### config.mk
export PLATFORM = sky130hd
export DESIGN_NAME = edge_event_arbiter_flat
export DESIGN_NICKNAME = d
export VERILOG_FILES = /design/src/rtl/edge_event_arbiter_if.sv /design/src/rtl/edge_event_arbiter.sv /design/src/flat_wrapper.sv
export SDC_FILE = /design/constraint.sdc
export NUM_CORES = 1
export LEC_CHECK = 0
export BUFFER_PORTS_ARGS = -buffer_cell sky130_fd_sc_hd__buf_4
export CAP_MARGIN = 20
export CORE_AREA = 2 2 87 89
export DETAILED_ROUTE_END_ITERATION = 16
export DIE_AREA = 0 0 89 91
export SYNTH_ARGS = -nofsm -noshare
export SYNTH_HDL_FRONTEND = slang
export SYNTH_SLANG_ARGS = --single-unit
### constraint.sdc
create_clock -name i_clk -period 3.85 [get_ports i_clk]
set_input_delay 0.385 -clock i_clk [delete_from_list [all_inputs] [get_ports i_clk]]
set_output_delay 0.385 -clock i_clk [all_outputs]
set_load 0.005 [all_outputs]
### src/rtl/edge_event_arbiter_if.sv
// Handshake/bus bundle for edge_event_arbiter: monitored inputs, masks and the event offer.
// slave is the arbiter side; master is the driver/consumer side.
interface edge_event_arbiter_if;
    logic [7:0] i_in;
    logic [7:0] i_mask;
    logic       i_evt_ready;
    logic       o_evt_valid;
    logic [2:0] o_evt_idx;
    logic       o_evt_rise;
    logic [7:0] o_pending;
    logic       o_overflow;

    modport slave (
        input  i_in,
        input  i_mask,
        input  i_evt_ready,
        output o_evt_valid,
        output o_evt_idx,
        output o_evt_rise,
        output o_pending,
        output o_overflow
    );

    modport master (
        output i_in,
        output i_mask,
        output i_evt_ready,
        input  o_evt_valid,
        input  o_evt_idx,
        input  o_evt_rise,
        input  o_pending,
        input  o_overflow
    );
endinterface

### src/rtl/edge_event_arbiter.sv
// Detects masked edges on an 8-bit bus, queues them as pending flags and offers one per cycle.
// Round-robin by default; define EDGE_ARB_FIXED_PRIO_EN for lowest-index-first priority.
module edge_event_arbiter (
    input logic                  i_clk,
    input logic                  i_reset,
    edge_event_arbiter_if.slave  bus
);
    typedef enum logic [0:0] {StIdle, StOffer} state_e;

    state_e     r_state;
    logic [7:0] r_d_last;
    logic [7:0] r_pending;
    logic [7:0] r_dir;
    logic [2:0] r_idx;
    logic       r_rise;
    logic       r_overflow;
`ifndef EDGE_ARB_FIXED_PRIO_EN
    logic [2:0] r_ptr;
    logic [2:0] w_ptr_d;
`endif

    state_e     w_state_d;
    logic [7:0] w_edge;
    logic       w_handshake;
    logic [7:0] w_clr;
    logic [7:0] w_remain;
    logic [7:0] w_pending_d;
    logic [7:0] w_dir_d;
    logic       w_overflow_d;
    logic [2:0] w_base;
    logic [3:0] w_sel;
    logic [2:0] w_idx_d;
    logic       w_rise_d;

    // Returns {found, index} of the first set bit at or after base, wrapping 7->0.
    function automatic logic [3:0] pick_bit(input logic [7:0] req, input logic [2:0] base);
        logic [3:0] res;
        logic [2:0] cand;
        res = 4'd0;
        for (int k = 7; k >= 0; k--) begin
            cand = base + 3'(k);
            if (req[cand]) res = {1'b1, cand};
        end
        return res;
    endfunction

    always_comb begin
        w_edge       = (bus.i_in ^ r_d_last) & bus.i_mask;
        w_handshake  = (r_state == StOffer) && bus.i_evt_ready;
        w_clr        = w_handshake ? (8'd1 << r_idx) : 8'd0;
        w_remain     = r_pending & ~w_clr;
        // A new edge wins over a same-cycle clear of the same bit.
        w_pending_d  = w_remain | w_edge;
        w_dir_d      = (r_dir & ~w_edge) | (bus.i_in & w_edge);
        w_overflow_d = |(w_edge & w_remain);
`ifdef EDGE_ARB_FIXED_PRIO_EN
        w_base       = 3'd0;
`else
        w_base       = w_handshake ? (r_idx + 3'd1) : r_ptr;
`endif
        w_sel        = pick_bit(w_remain, w_base);

        w_state_d    = r_state;
        w_idx_d      = r_idx;
        w_rise_d     = r_rise;
`ifndef EDGE_ARB_FIXED_PRIO_EN
        w_ptr_d      = r_ptr;
`endif
        unique case (r_state)
            StIdle: begin
                if (w_sel[3]) begin
                    w_state_d = StOffer;
                    w_idx_d   = w_sel[2:0];
                    w_rise_d  = w_dir_d[w_sel[2:0]];
                end
            end
            StOffer: begin
                if (w_handshake) begin
`ifndef EDGE_ARB_FIXED_PRIO_EN
                    w_ptr_d = r_idx + 3'd1;
`endif
                    if (w_sel[3]) begin
                        w_idx_d  = w_sel[2:0];
                        w_rise_d = w_dir_d[w_sel[2:0]];
                    end else begin
                        w_state_d = StIdle;
                    end
                end
            end
            default: w_state_d = StIdle;
        endcase
    end

    always_ff @(posedge i_clk) begin
        // Sampling the bus during reset suppresses a spurious edge on release.
        r_d_last <= bus.i_in;
        if (i_reset) begin
            r_state    <= StIdle;
            r_pending  <= 8'd0;
            r_dir      <= 8'd0;
            r_idx      <= 3'd0;
            r_rise     <= 1'b0;
            r_overflow <= 1'b0;
`ifndef EDGE_ARB_FIXED_PRIO_EN
            r_ptr      <= 3'd0;
`endif
        end else begin
            r_state    <= w_state_d;
            r_pending  <= w_pending_d;
            r_dir      <= w_dir_d;
            r_idx      <= w_idx_d;
            r_rise     <= w_rise_d;
            r_overflow <= w_overflow_d;
`ifndef EDGE_ARB_FIXED_PRIO_EN
            r_ptr      <= w_ptr_d;
`endif
        end
    end

    assign bus.o_evt_valid = (r_state == StOffer);
    assign bus.o_evt_idx   = r_idx;
    assign bus.o_evt_rise  = r_rise;
    assign bus.o_pending   = r_pending;
    assign bus.o_overflow  = r_overflow;
endmodule

### src/flat_wrapper.sv
// flat-port wrapper written by rule: the top's interface ports become plain ports
module edge_event_arbiter_flat 
  (i_clk, i_reset, bus_i_in, bus_i_mask, bus_i_evt_ready, bus_o_evt_valid, bus_o_evt_idx, bus_o_evt_rise, bus_o_pending, bus_o_overflow);
  edge_event_arbiter_if bus_i ();
  input logic i_clk;
  input logic i_reset;
  input wire logic [$bits(bus_i.i_in)-1:0] bus_i_in;
  input wire logic [$bits(bus_i.i_mask)-1:0] bus_i_mask;
  input wire logic [$bits(bus_i.i_evt_ready)-1:0] bus_i_evt_ready;
  output wire logic [$bits(bus_i.o_evt_valid)-1:0] bus_o_evt_valid;
  output wire logic [$bits(bus_i.o_evt_idx)-1:0] bus_o_evt_idx;
  output wire logic [$bits(bus_i.o_evt_rise)-1:0] bus_o_evt_rise;
  output wire logic [$bits(bus_i.o_pending)-1:0] bus_o_pending;
  output wire logic [$bits(bus_i.o_overflow)-1:0] bus_o_overflow;
  assign bus_i.i_in = bus_i_in;
  assign bus_i.i_mask = bus_i_mask;
  assign bus_i.i_evt_ready = bus_i_evt_ready;
  assign bus_o_evt_valid = bus_i.o_evt_valid;
  assign bus_o_evt_idx = bus_i.o_evt_idx;
  assign bus_o_evt_rise = bus_i.o_evt_rise;
  assign bus_o_pending = bus_i.o_pending;
  assign bus_o_overflow = bus_i.o_overflow;
  edge_event_arbiter u_core (.i_clk(i_clk), .i_reset(i_reset), .bus(bus_i));
endmodule
Word level (Yosys, flattened, before mapping)
Index checks and enable logic that the tools add are counted.
{ "op_classes": {"add_sub_neg": 8, "n_reduce_logical": 2, "eq_ne": 1, "bitwise_logic": 11, "magnitude_cmp": 9, "n_mux": 37, "shifts": 1} }
{ "ops": {"columns": ["operator", "n"], "rows": [
  ["bitwise AND 8 bit", 5],
  ["< comparator 3 x 4 -> 1 bit (second input constant)", 9],
  ["two-way mux 4 bit", 8],
  ["binary-select mux 1 bit (select 3 bit)", 9],
  ["NOT 8 bit", 2],
  ["bitwise OR 8 bit", 2],
  ["two-way mux 1 bit", 13],
  ["adder 3 bit (second input constant)", 4],
  ["two-way mux 3 bit", 3],
  ["two-way mux 8 bit", 1],
  ["OR reduction 8 bit", 1],
  ["<< shifter 1 x 3 -> 8 bit (first input constant)", 1],
  ["bitwise XOR 8 bit", 1],
  ["adder 3 x 1 -> 3 bit (second input constant)", 2],
  ["adder 3 x 2 -> 3 bit (second input constant)", 2],
  ["one-hot mux 3 bit (2 select lines)", 1],
  ["one-hot mux 1 bit (2 select lines)", 2],
  ["inequality test 2 bit (second input constant)", 1],
  ["logical AND 1 bit", 1],
  ["NOT 1 bit", 1]
]} }
{ "totals": {"output_inout_bits": 14, "word_cells": 77, "input_bits": 19, "reg_bits": 33} }

Depth between registers and ports, before layout
{ "depth": {"ltp_word": 19, "ltp_mapped": 18, "mapped_depth_nobuf": 16} }

Least setup slack after synthesis
No wires, ideal clock.
{ "synth_path": {"kind": "register to register", "startpoint": "register u_core.r_idx[0] (netlist: u_core.bus.o_evt_idx[0])", "endpoint": "register u_core.r_rise (netlist: u_core.bus.o_evt_rise)", "path_stages_with_launch": 18, "required_ps": 3762, "t_arrival_ps": 4120, "path_slack_ps": -358, "cell_sequence": "dfxtp_1 -> inv_1 -> ha_1 -> and3_1 -> nor2_4 -> inv_2 -> buf_4 -> ha_1 -> clkbuf_1 -> clkinv_1 -> mux4_2 -> a211oi_2 -> o31ai_1 -> mux2_4 -> mux2_1 -> mux2i_1 -> nand2_1 -> a311oi_2"} }
{ "synth_via": {"elab_chain_cells": 19, "elab_cells_between_ends": 42} }
{ "synth_lines": {"columns": ["item", "line_no", "rtl"], "rows": [
  ["from (decl)", "edge_event_arbiter.sv:14", "logic [2:0] r_idx;"],
  ["from (signal assigned)", "edge_event_arbiter.sv:111", "r_idx <= w_idx_d;"],
  ["branches (longest 13 deep; another with adder 3 x 1 -> 3 bit)", null, null],
  ["two-way mux 4 bit (*)", "edge_event_arbiter.sv:42", "if (req[cand]) res = {1'b1, cand};"],
  ["binary-select mux 1 bit (select 3 bit)", "edge_event_arbiter.sv:74, edge_event_arbiter.sv:84", null],
  ["two-way mux 1 bit (not written as such)", "edge_event_arbiter.sv:74, edge_event_arbiter.sv:84", null],
  ["two-way mux 1 bit (*)", "edge_event_arbiter.sv:71, edge_event_arbiter.sv:82", null],
  ["two-way mux 1 bit", "edge_event_arbiter.sv:78", "if (w_handshake) begin"],
  ["one-hot mux 1 bit (2 select lines) (*)", "edge_event_arbiter.sv:69", "unique case (r_state)"],
  ["to (signal assigned)", "edge_event_arbiter.sv:112", "r_rise <= w_rise_d;"],
  ["to (decl)", "edge_event_arbiter.sv:15", "logic r_rise;"]
]} }
Mark *: on every way between the ends. The select of a mux whose other input is x is not followed.
A chain may end at the register's enable or synchronous reset.

Final worst setup path
Ends and elaborated chain as after synthesis.

==> impl_metrics.toml <==
[status]
status = "complete, no violations"

[worst_hold_path]
hold_end = "u_core.r_d_last[7]$_DFF_P_"
min_path_cells = 1
worstHoldStart = "bus_i_in[7]"
worstHoldPathType = "primary input to flip-flop"

[global_route]
grt_pass1_vias = 2209
groute.usage.overall_pct = 17.4
antenna_found_initial = 0
gr-total-overflow = 0
grt_pass1_wl_um = 11000
grt_max_degree = 26

[placed_design]
gp_congestion = 0.942
dp.cells = 422
post-place-ws_ps = 53.0
portBuffers = 32
dp_hpwl_um = 5300

[synthesis]
synth_top_cell_area_share_pct = 26.9
syn_inst = 287
synth_seq_cells = 33
yosys-top-cells-area = "dfxtp_1, mux2i_1, a21oi_1"
avgSynthCellArea_um2 = 8.55
synth.largest_area_cell = "dfxtp_1"
yosysUniqueCellTypes = 60
async_flop_share_pct = 0
synth_ff_type = "dfxtp_1"
synth_edf_count = 0
synth_common_cells = "nor2_1, dfxtp_1, a21oi_1, nand2_1, mux2i_1"
seq_area_frac_synth_pct = 26.9
netlist_area_um2 = 2450
synth.net_count = 313
synth_warnings = 0
synthMostInstantiatedCell = "nor2_1"

[critical_path]
reg2reg_depth = 14
critPathMaxFanout = 9
startpoint_type = "flip-flop"
worstReg2RegStart = "u_core.bus.o_evt_idx[0]$_SDFFE_PP0P_"
cp-end-kind = "flip-flop"
arrival_ps = 3910
crit_required_ps = 4060
reg2reg_slack_ps = 150
crit_type = "flip-flop to flip-flop"
r2r_end = "u_core.bus.o_evt_rise$_SDFFE_PP0P_"

[detailed_routing]
drc = 0
drt_wl_total_um = 6970
viasPerCell = 5.61
firstDrtPassIters = 4
dr_total_vias = 2412
ant_nets = 0
drtIter0Drc = 272
avgRoutedWirePerCell_um = 16.2

[floorplan]
fp.dieH_um = 91
die_w_um = 89
io_pins = 33
initial_utilization_pct = 34.4
dieArea_um2 = 8100
fp-row-count = 31
core_area_um2 = 7140

[clock_tree]
cts_buffers = 5
cts_tree = "built"
cts-htree-levels = 2
clk_pin_slew_ps = 80
clockBufferDepth = 2
cts_sinks = 33
cts_hold_repair.buffers = 0
clock_latency_ps = 290
root_buffer = "clkbuf_8"

[timing]
fmax_ghz = 0.270
tightest_slew_ps = 615
worst_slack_ps = 150
rsz0062_at_grt = "false"
period_minus_slack_ps = 3700
timing_hold_violations_final = 0
fin_setup_tns_ps = 0
fin_hold_ws_ps = 216
min_period_over_period_pct = 96.1
fin_worst_skew_ps = 11.0
finalSetupViolCount = 0
final-max-slew-violation-count = 0
relSlewSlack_pct = 58.7

[cells_and_area]
final_cells = 430
drive_gt1_share_pct = 28.1
syn_to_final_growth_pct = 22.4
diodes = 0
nets = 357

[power]
p_leak_nw = 1.25
power_frac_seq_pct = 21.9
vdd_drop_max_uv = 261
power.switching_mw = 0.871
pwr-share-comb_pct = 64.3
switching_share_pct = 44.0
p_int_mw = 1.11
power_density_nw_per_um2 = 659
power_frac_clock_pct = 13.8

[job]
max_cap_violations = 0
## per-layer routing
metal / GRT usage [%] / vias up / routed length, um
li1: - / 1158 / -
met3: 3.09 / 15 / 432
met2: 26.6 / 98 / 3180
met5: 0 / - / 0
met4: 6.34 / 0 / 159
met1: 24.1 / 1141 / 3190
## registers in the layout, indices dropped and copies added (netlist names)
name and cells:
u_core.r_dir 8, u_core.bus.o_evt_rise 1, u_core.r_ptr 3, u_core.bus.o_evt_valid 1, u_core.bus.o_overflow 1, u_core.bus.o_pending 8, u_core.bus.o_evt_idx 3, u_core.r_d_last 8
## worst max-delay path, stage by stage (launching register included)
cell,delay (ps)
dfxtp_4,380
inv_1,70
ha_1,330
and3_4,190
nor2_4,110
inv_2,40
ha_2,330
buf_4,180
mux4_2,560
o311a_1,380
a221o_1,370
a21o_1,190
o21ai_1,150
nand2_1,100
a311oi_2,230
## layout by cell type, fill, tap and decap left out, drive strengths merged, types with 6 or more instances in the layout
| master | n |
|---|---|
| mux2 | 11 |
| xor2 | 9 |
| nand4 | 7 |
| nand2b | 6 |
| ha | 7 |
| a21oi | 29 |
| mux2i | 21 |
| buf | 49 |
| clkbuf | 6 |
| inv | 6 |
| nand3 | 7 |
| nand2 | 23 |
| dfxtp | 33 |
| nor2 | 37 |
| o21ai | 12 |
## power by group through the flow
stage,clock (mW),sequential [mW],combinational [mW]
final,0.274,0.433,1.27
after global routing,0.294,0.437,1.37
after CTS,0.278,0.429,1.21
after detailed placement,0,0.436,1.20
after global placement,0,0.434,1.20
after floorplan,0,0.425,0.891
## what timing repair did
item,in CTS,in global routing
gates resized for setup,0,13
setup buffers,0,1
endpoints found under the setup margin,0,1
endpoints found under the hold margin,0,0
## final cells by class
cell class,count,area [um2]
multi-input combinational,235,1730
timing repair buffer,49,368
fill,733,4130
sequential,33,667
clock inverter,1,7.51
clock buffer,6,82.6
tap,99,124
inverter,7,27.5
## per-stage QoR
step | utilization (%) | instance area [um2] | power, mW
6_report | 42.1 | 3010 | 1.98
5_1_grt | 42.1 | 3010 | 2.10
4_1_cts | 41.4 | 2960 | 1.92
3_5_place_dp | 40.2 | 2870 | 1.64
3_3_place_gp | 40.2 | 2870 | 1.63
2_1_floorplan | - | 2470 | 1.32
## cell families (layout without fill, tap and decap cells)
| family | Yosys count | after routing | share of synthesized area (%) |
|---|---|---|---|
| AND/OR/NAND/NOR | 99 | 99 | 19.8 |
| AO/OA/AOI/OAI | 81 | 81 | 22.2 |
| multiplexers | 37 | 37 | 18.8 |
| flip-flops | 33 | 33 | 26.9 |
| buffers and inverters | 19 | 63 | 4.43 |
| XOR/XNOR | 11 | 11 | 4.23 |
| adder cells (fa/ha/maj) | 7 | 7 | 3.57 |
## worst max-delay path by stage
stage,start,to,slack [ps],cells after the start
2_1_floorplan,u_core.bus.o_evt_idx[1]$_SDFFE_PP0P_,u_core.bus.o_evt_rise$_SDFFE_PP0P_,10,17
3_3_place_gp,u_core.bus.o_evt_idx[0]$_SDFFE_PP0P_,u_core.bus.o_evt_rise$_SDFFE_PP0P_,120,16
3_5_place_dp,bus_i_evt_ready,u_core.bus.o_evt_rise$_SDFFE_PP0P_,50,15
4_1_cts,u_core.bus.o_evt_idx[1]$_SDFFE_PP0P_,u_core.bus.o_evt_rise$_SDFFE_PP0P_,20,16
5_1_grt,u_core.bus.o_evt_idx[0]$_SDFFE_PP0P_,u_core.bus.o_evt_rise$_SDFFE_PP0P_,6,16
6_report,u_core.bus.o_evt_idx[0]$_SDFFE_PP0P_,u_core.bus.o_evt_rise$_SDFFE_PP0P_,150,14
Power figures use the tool's default switching activity.
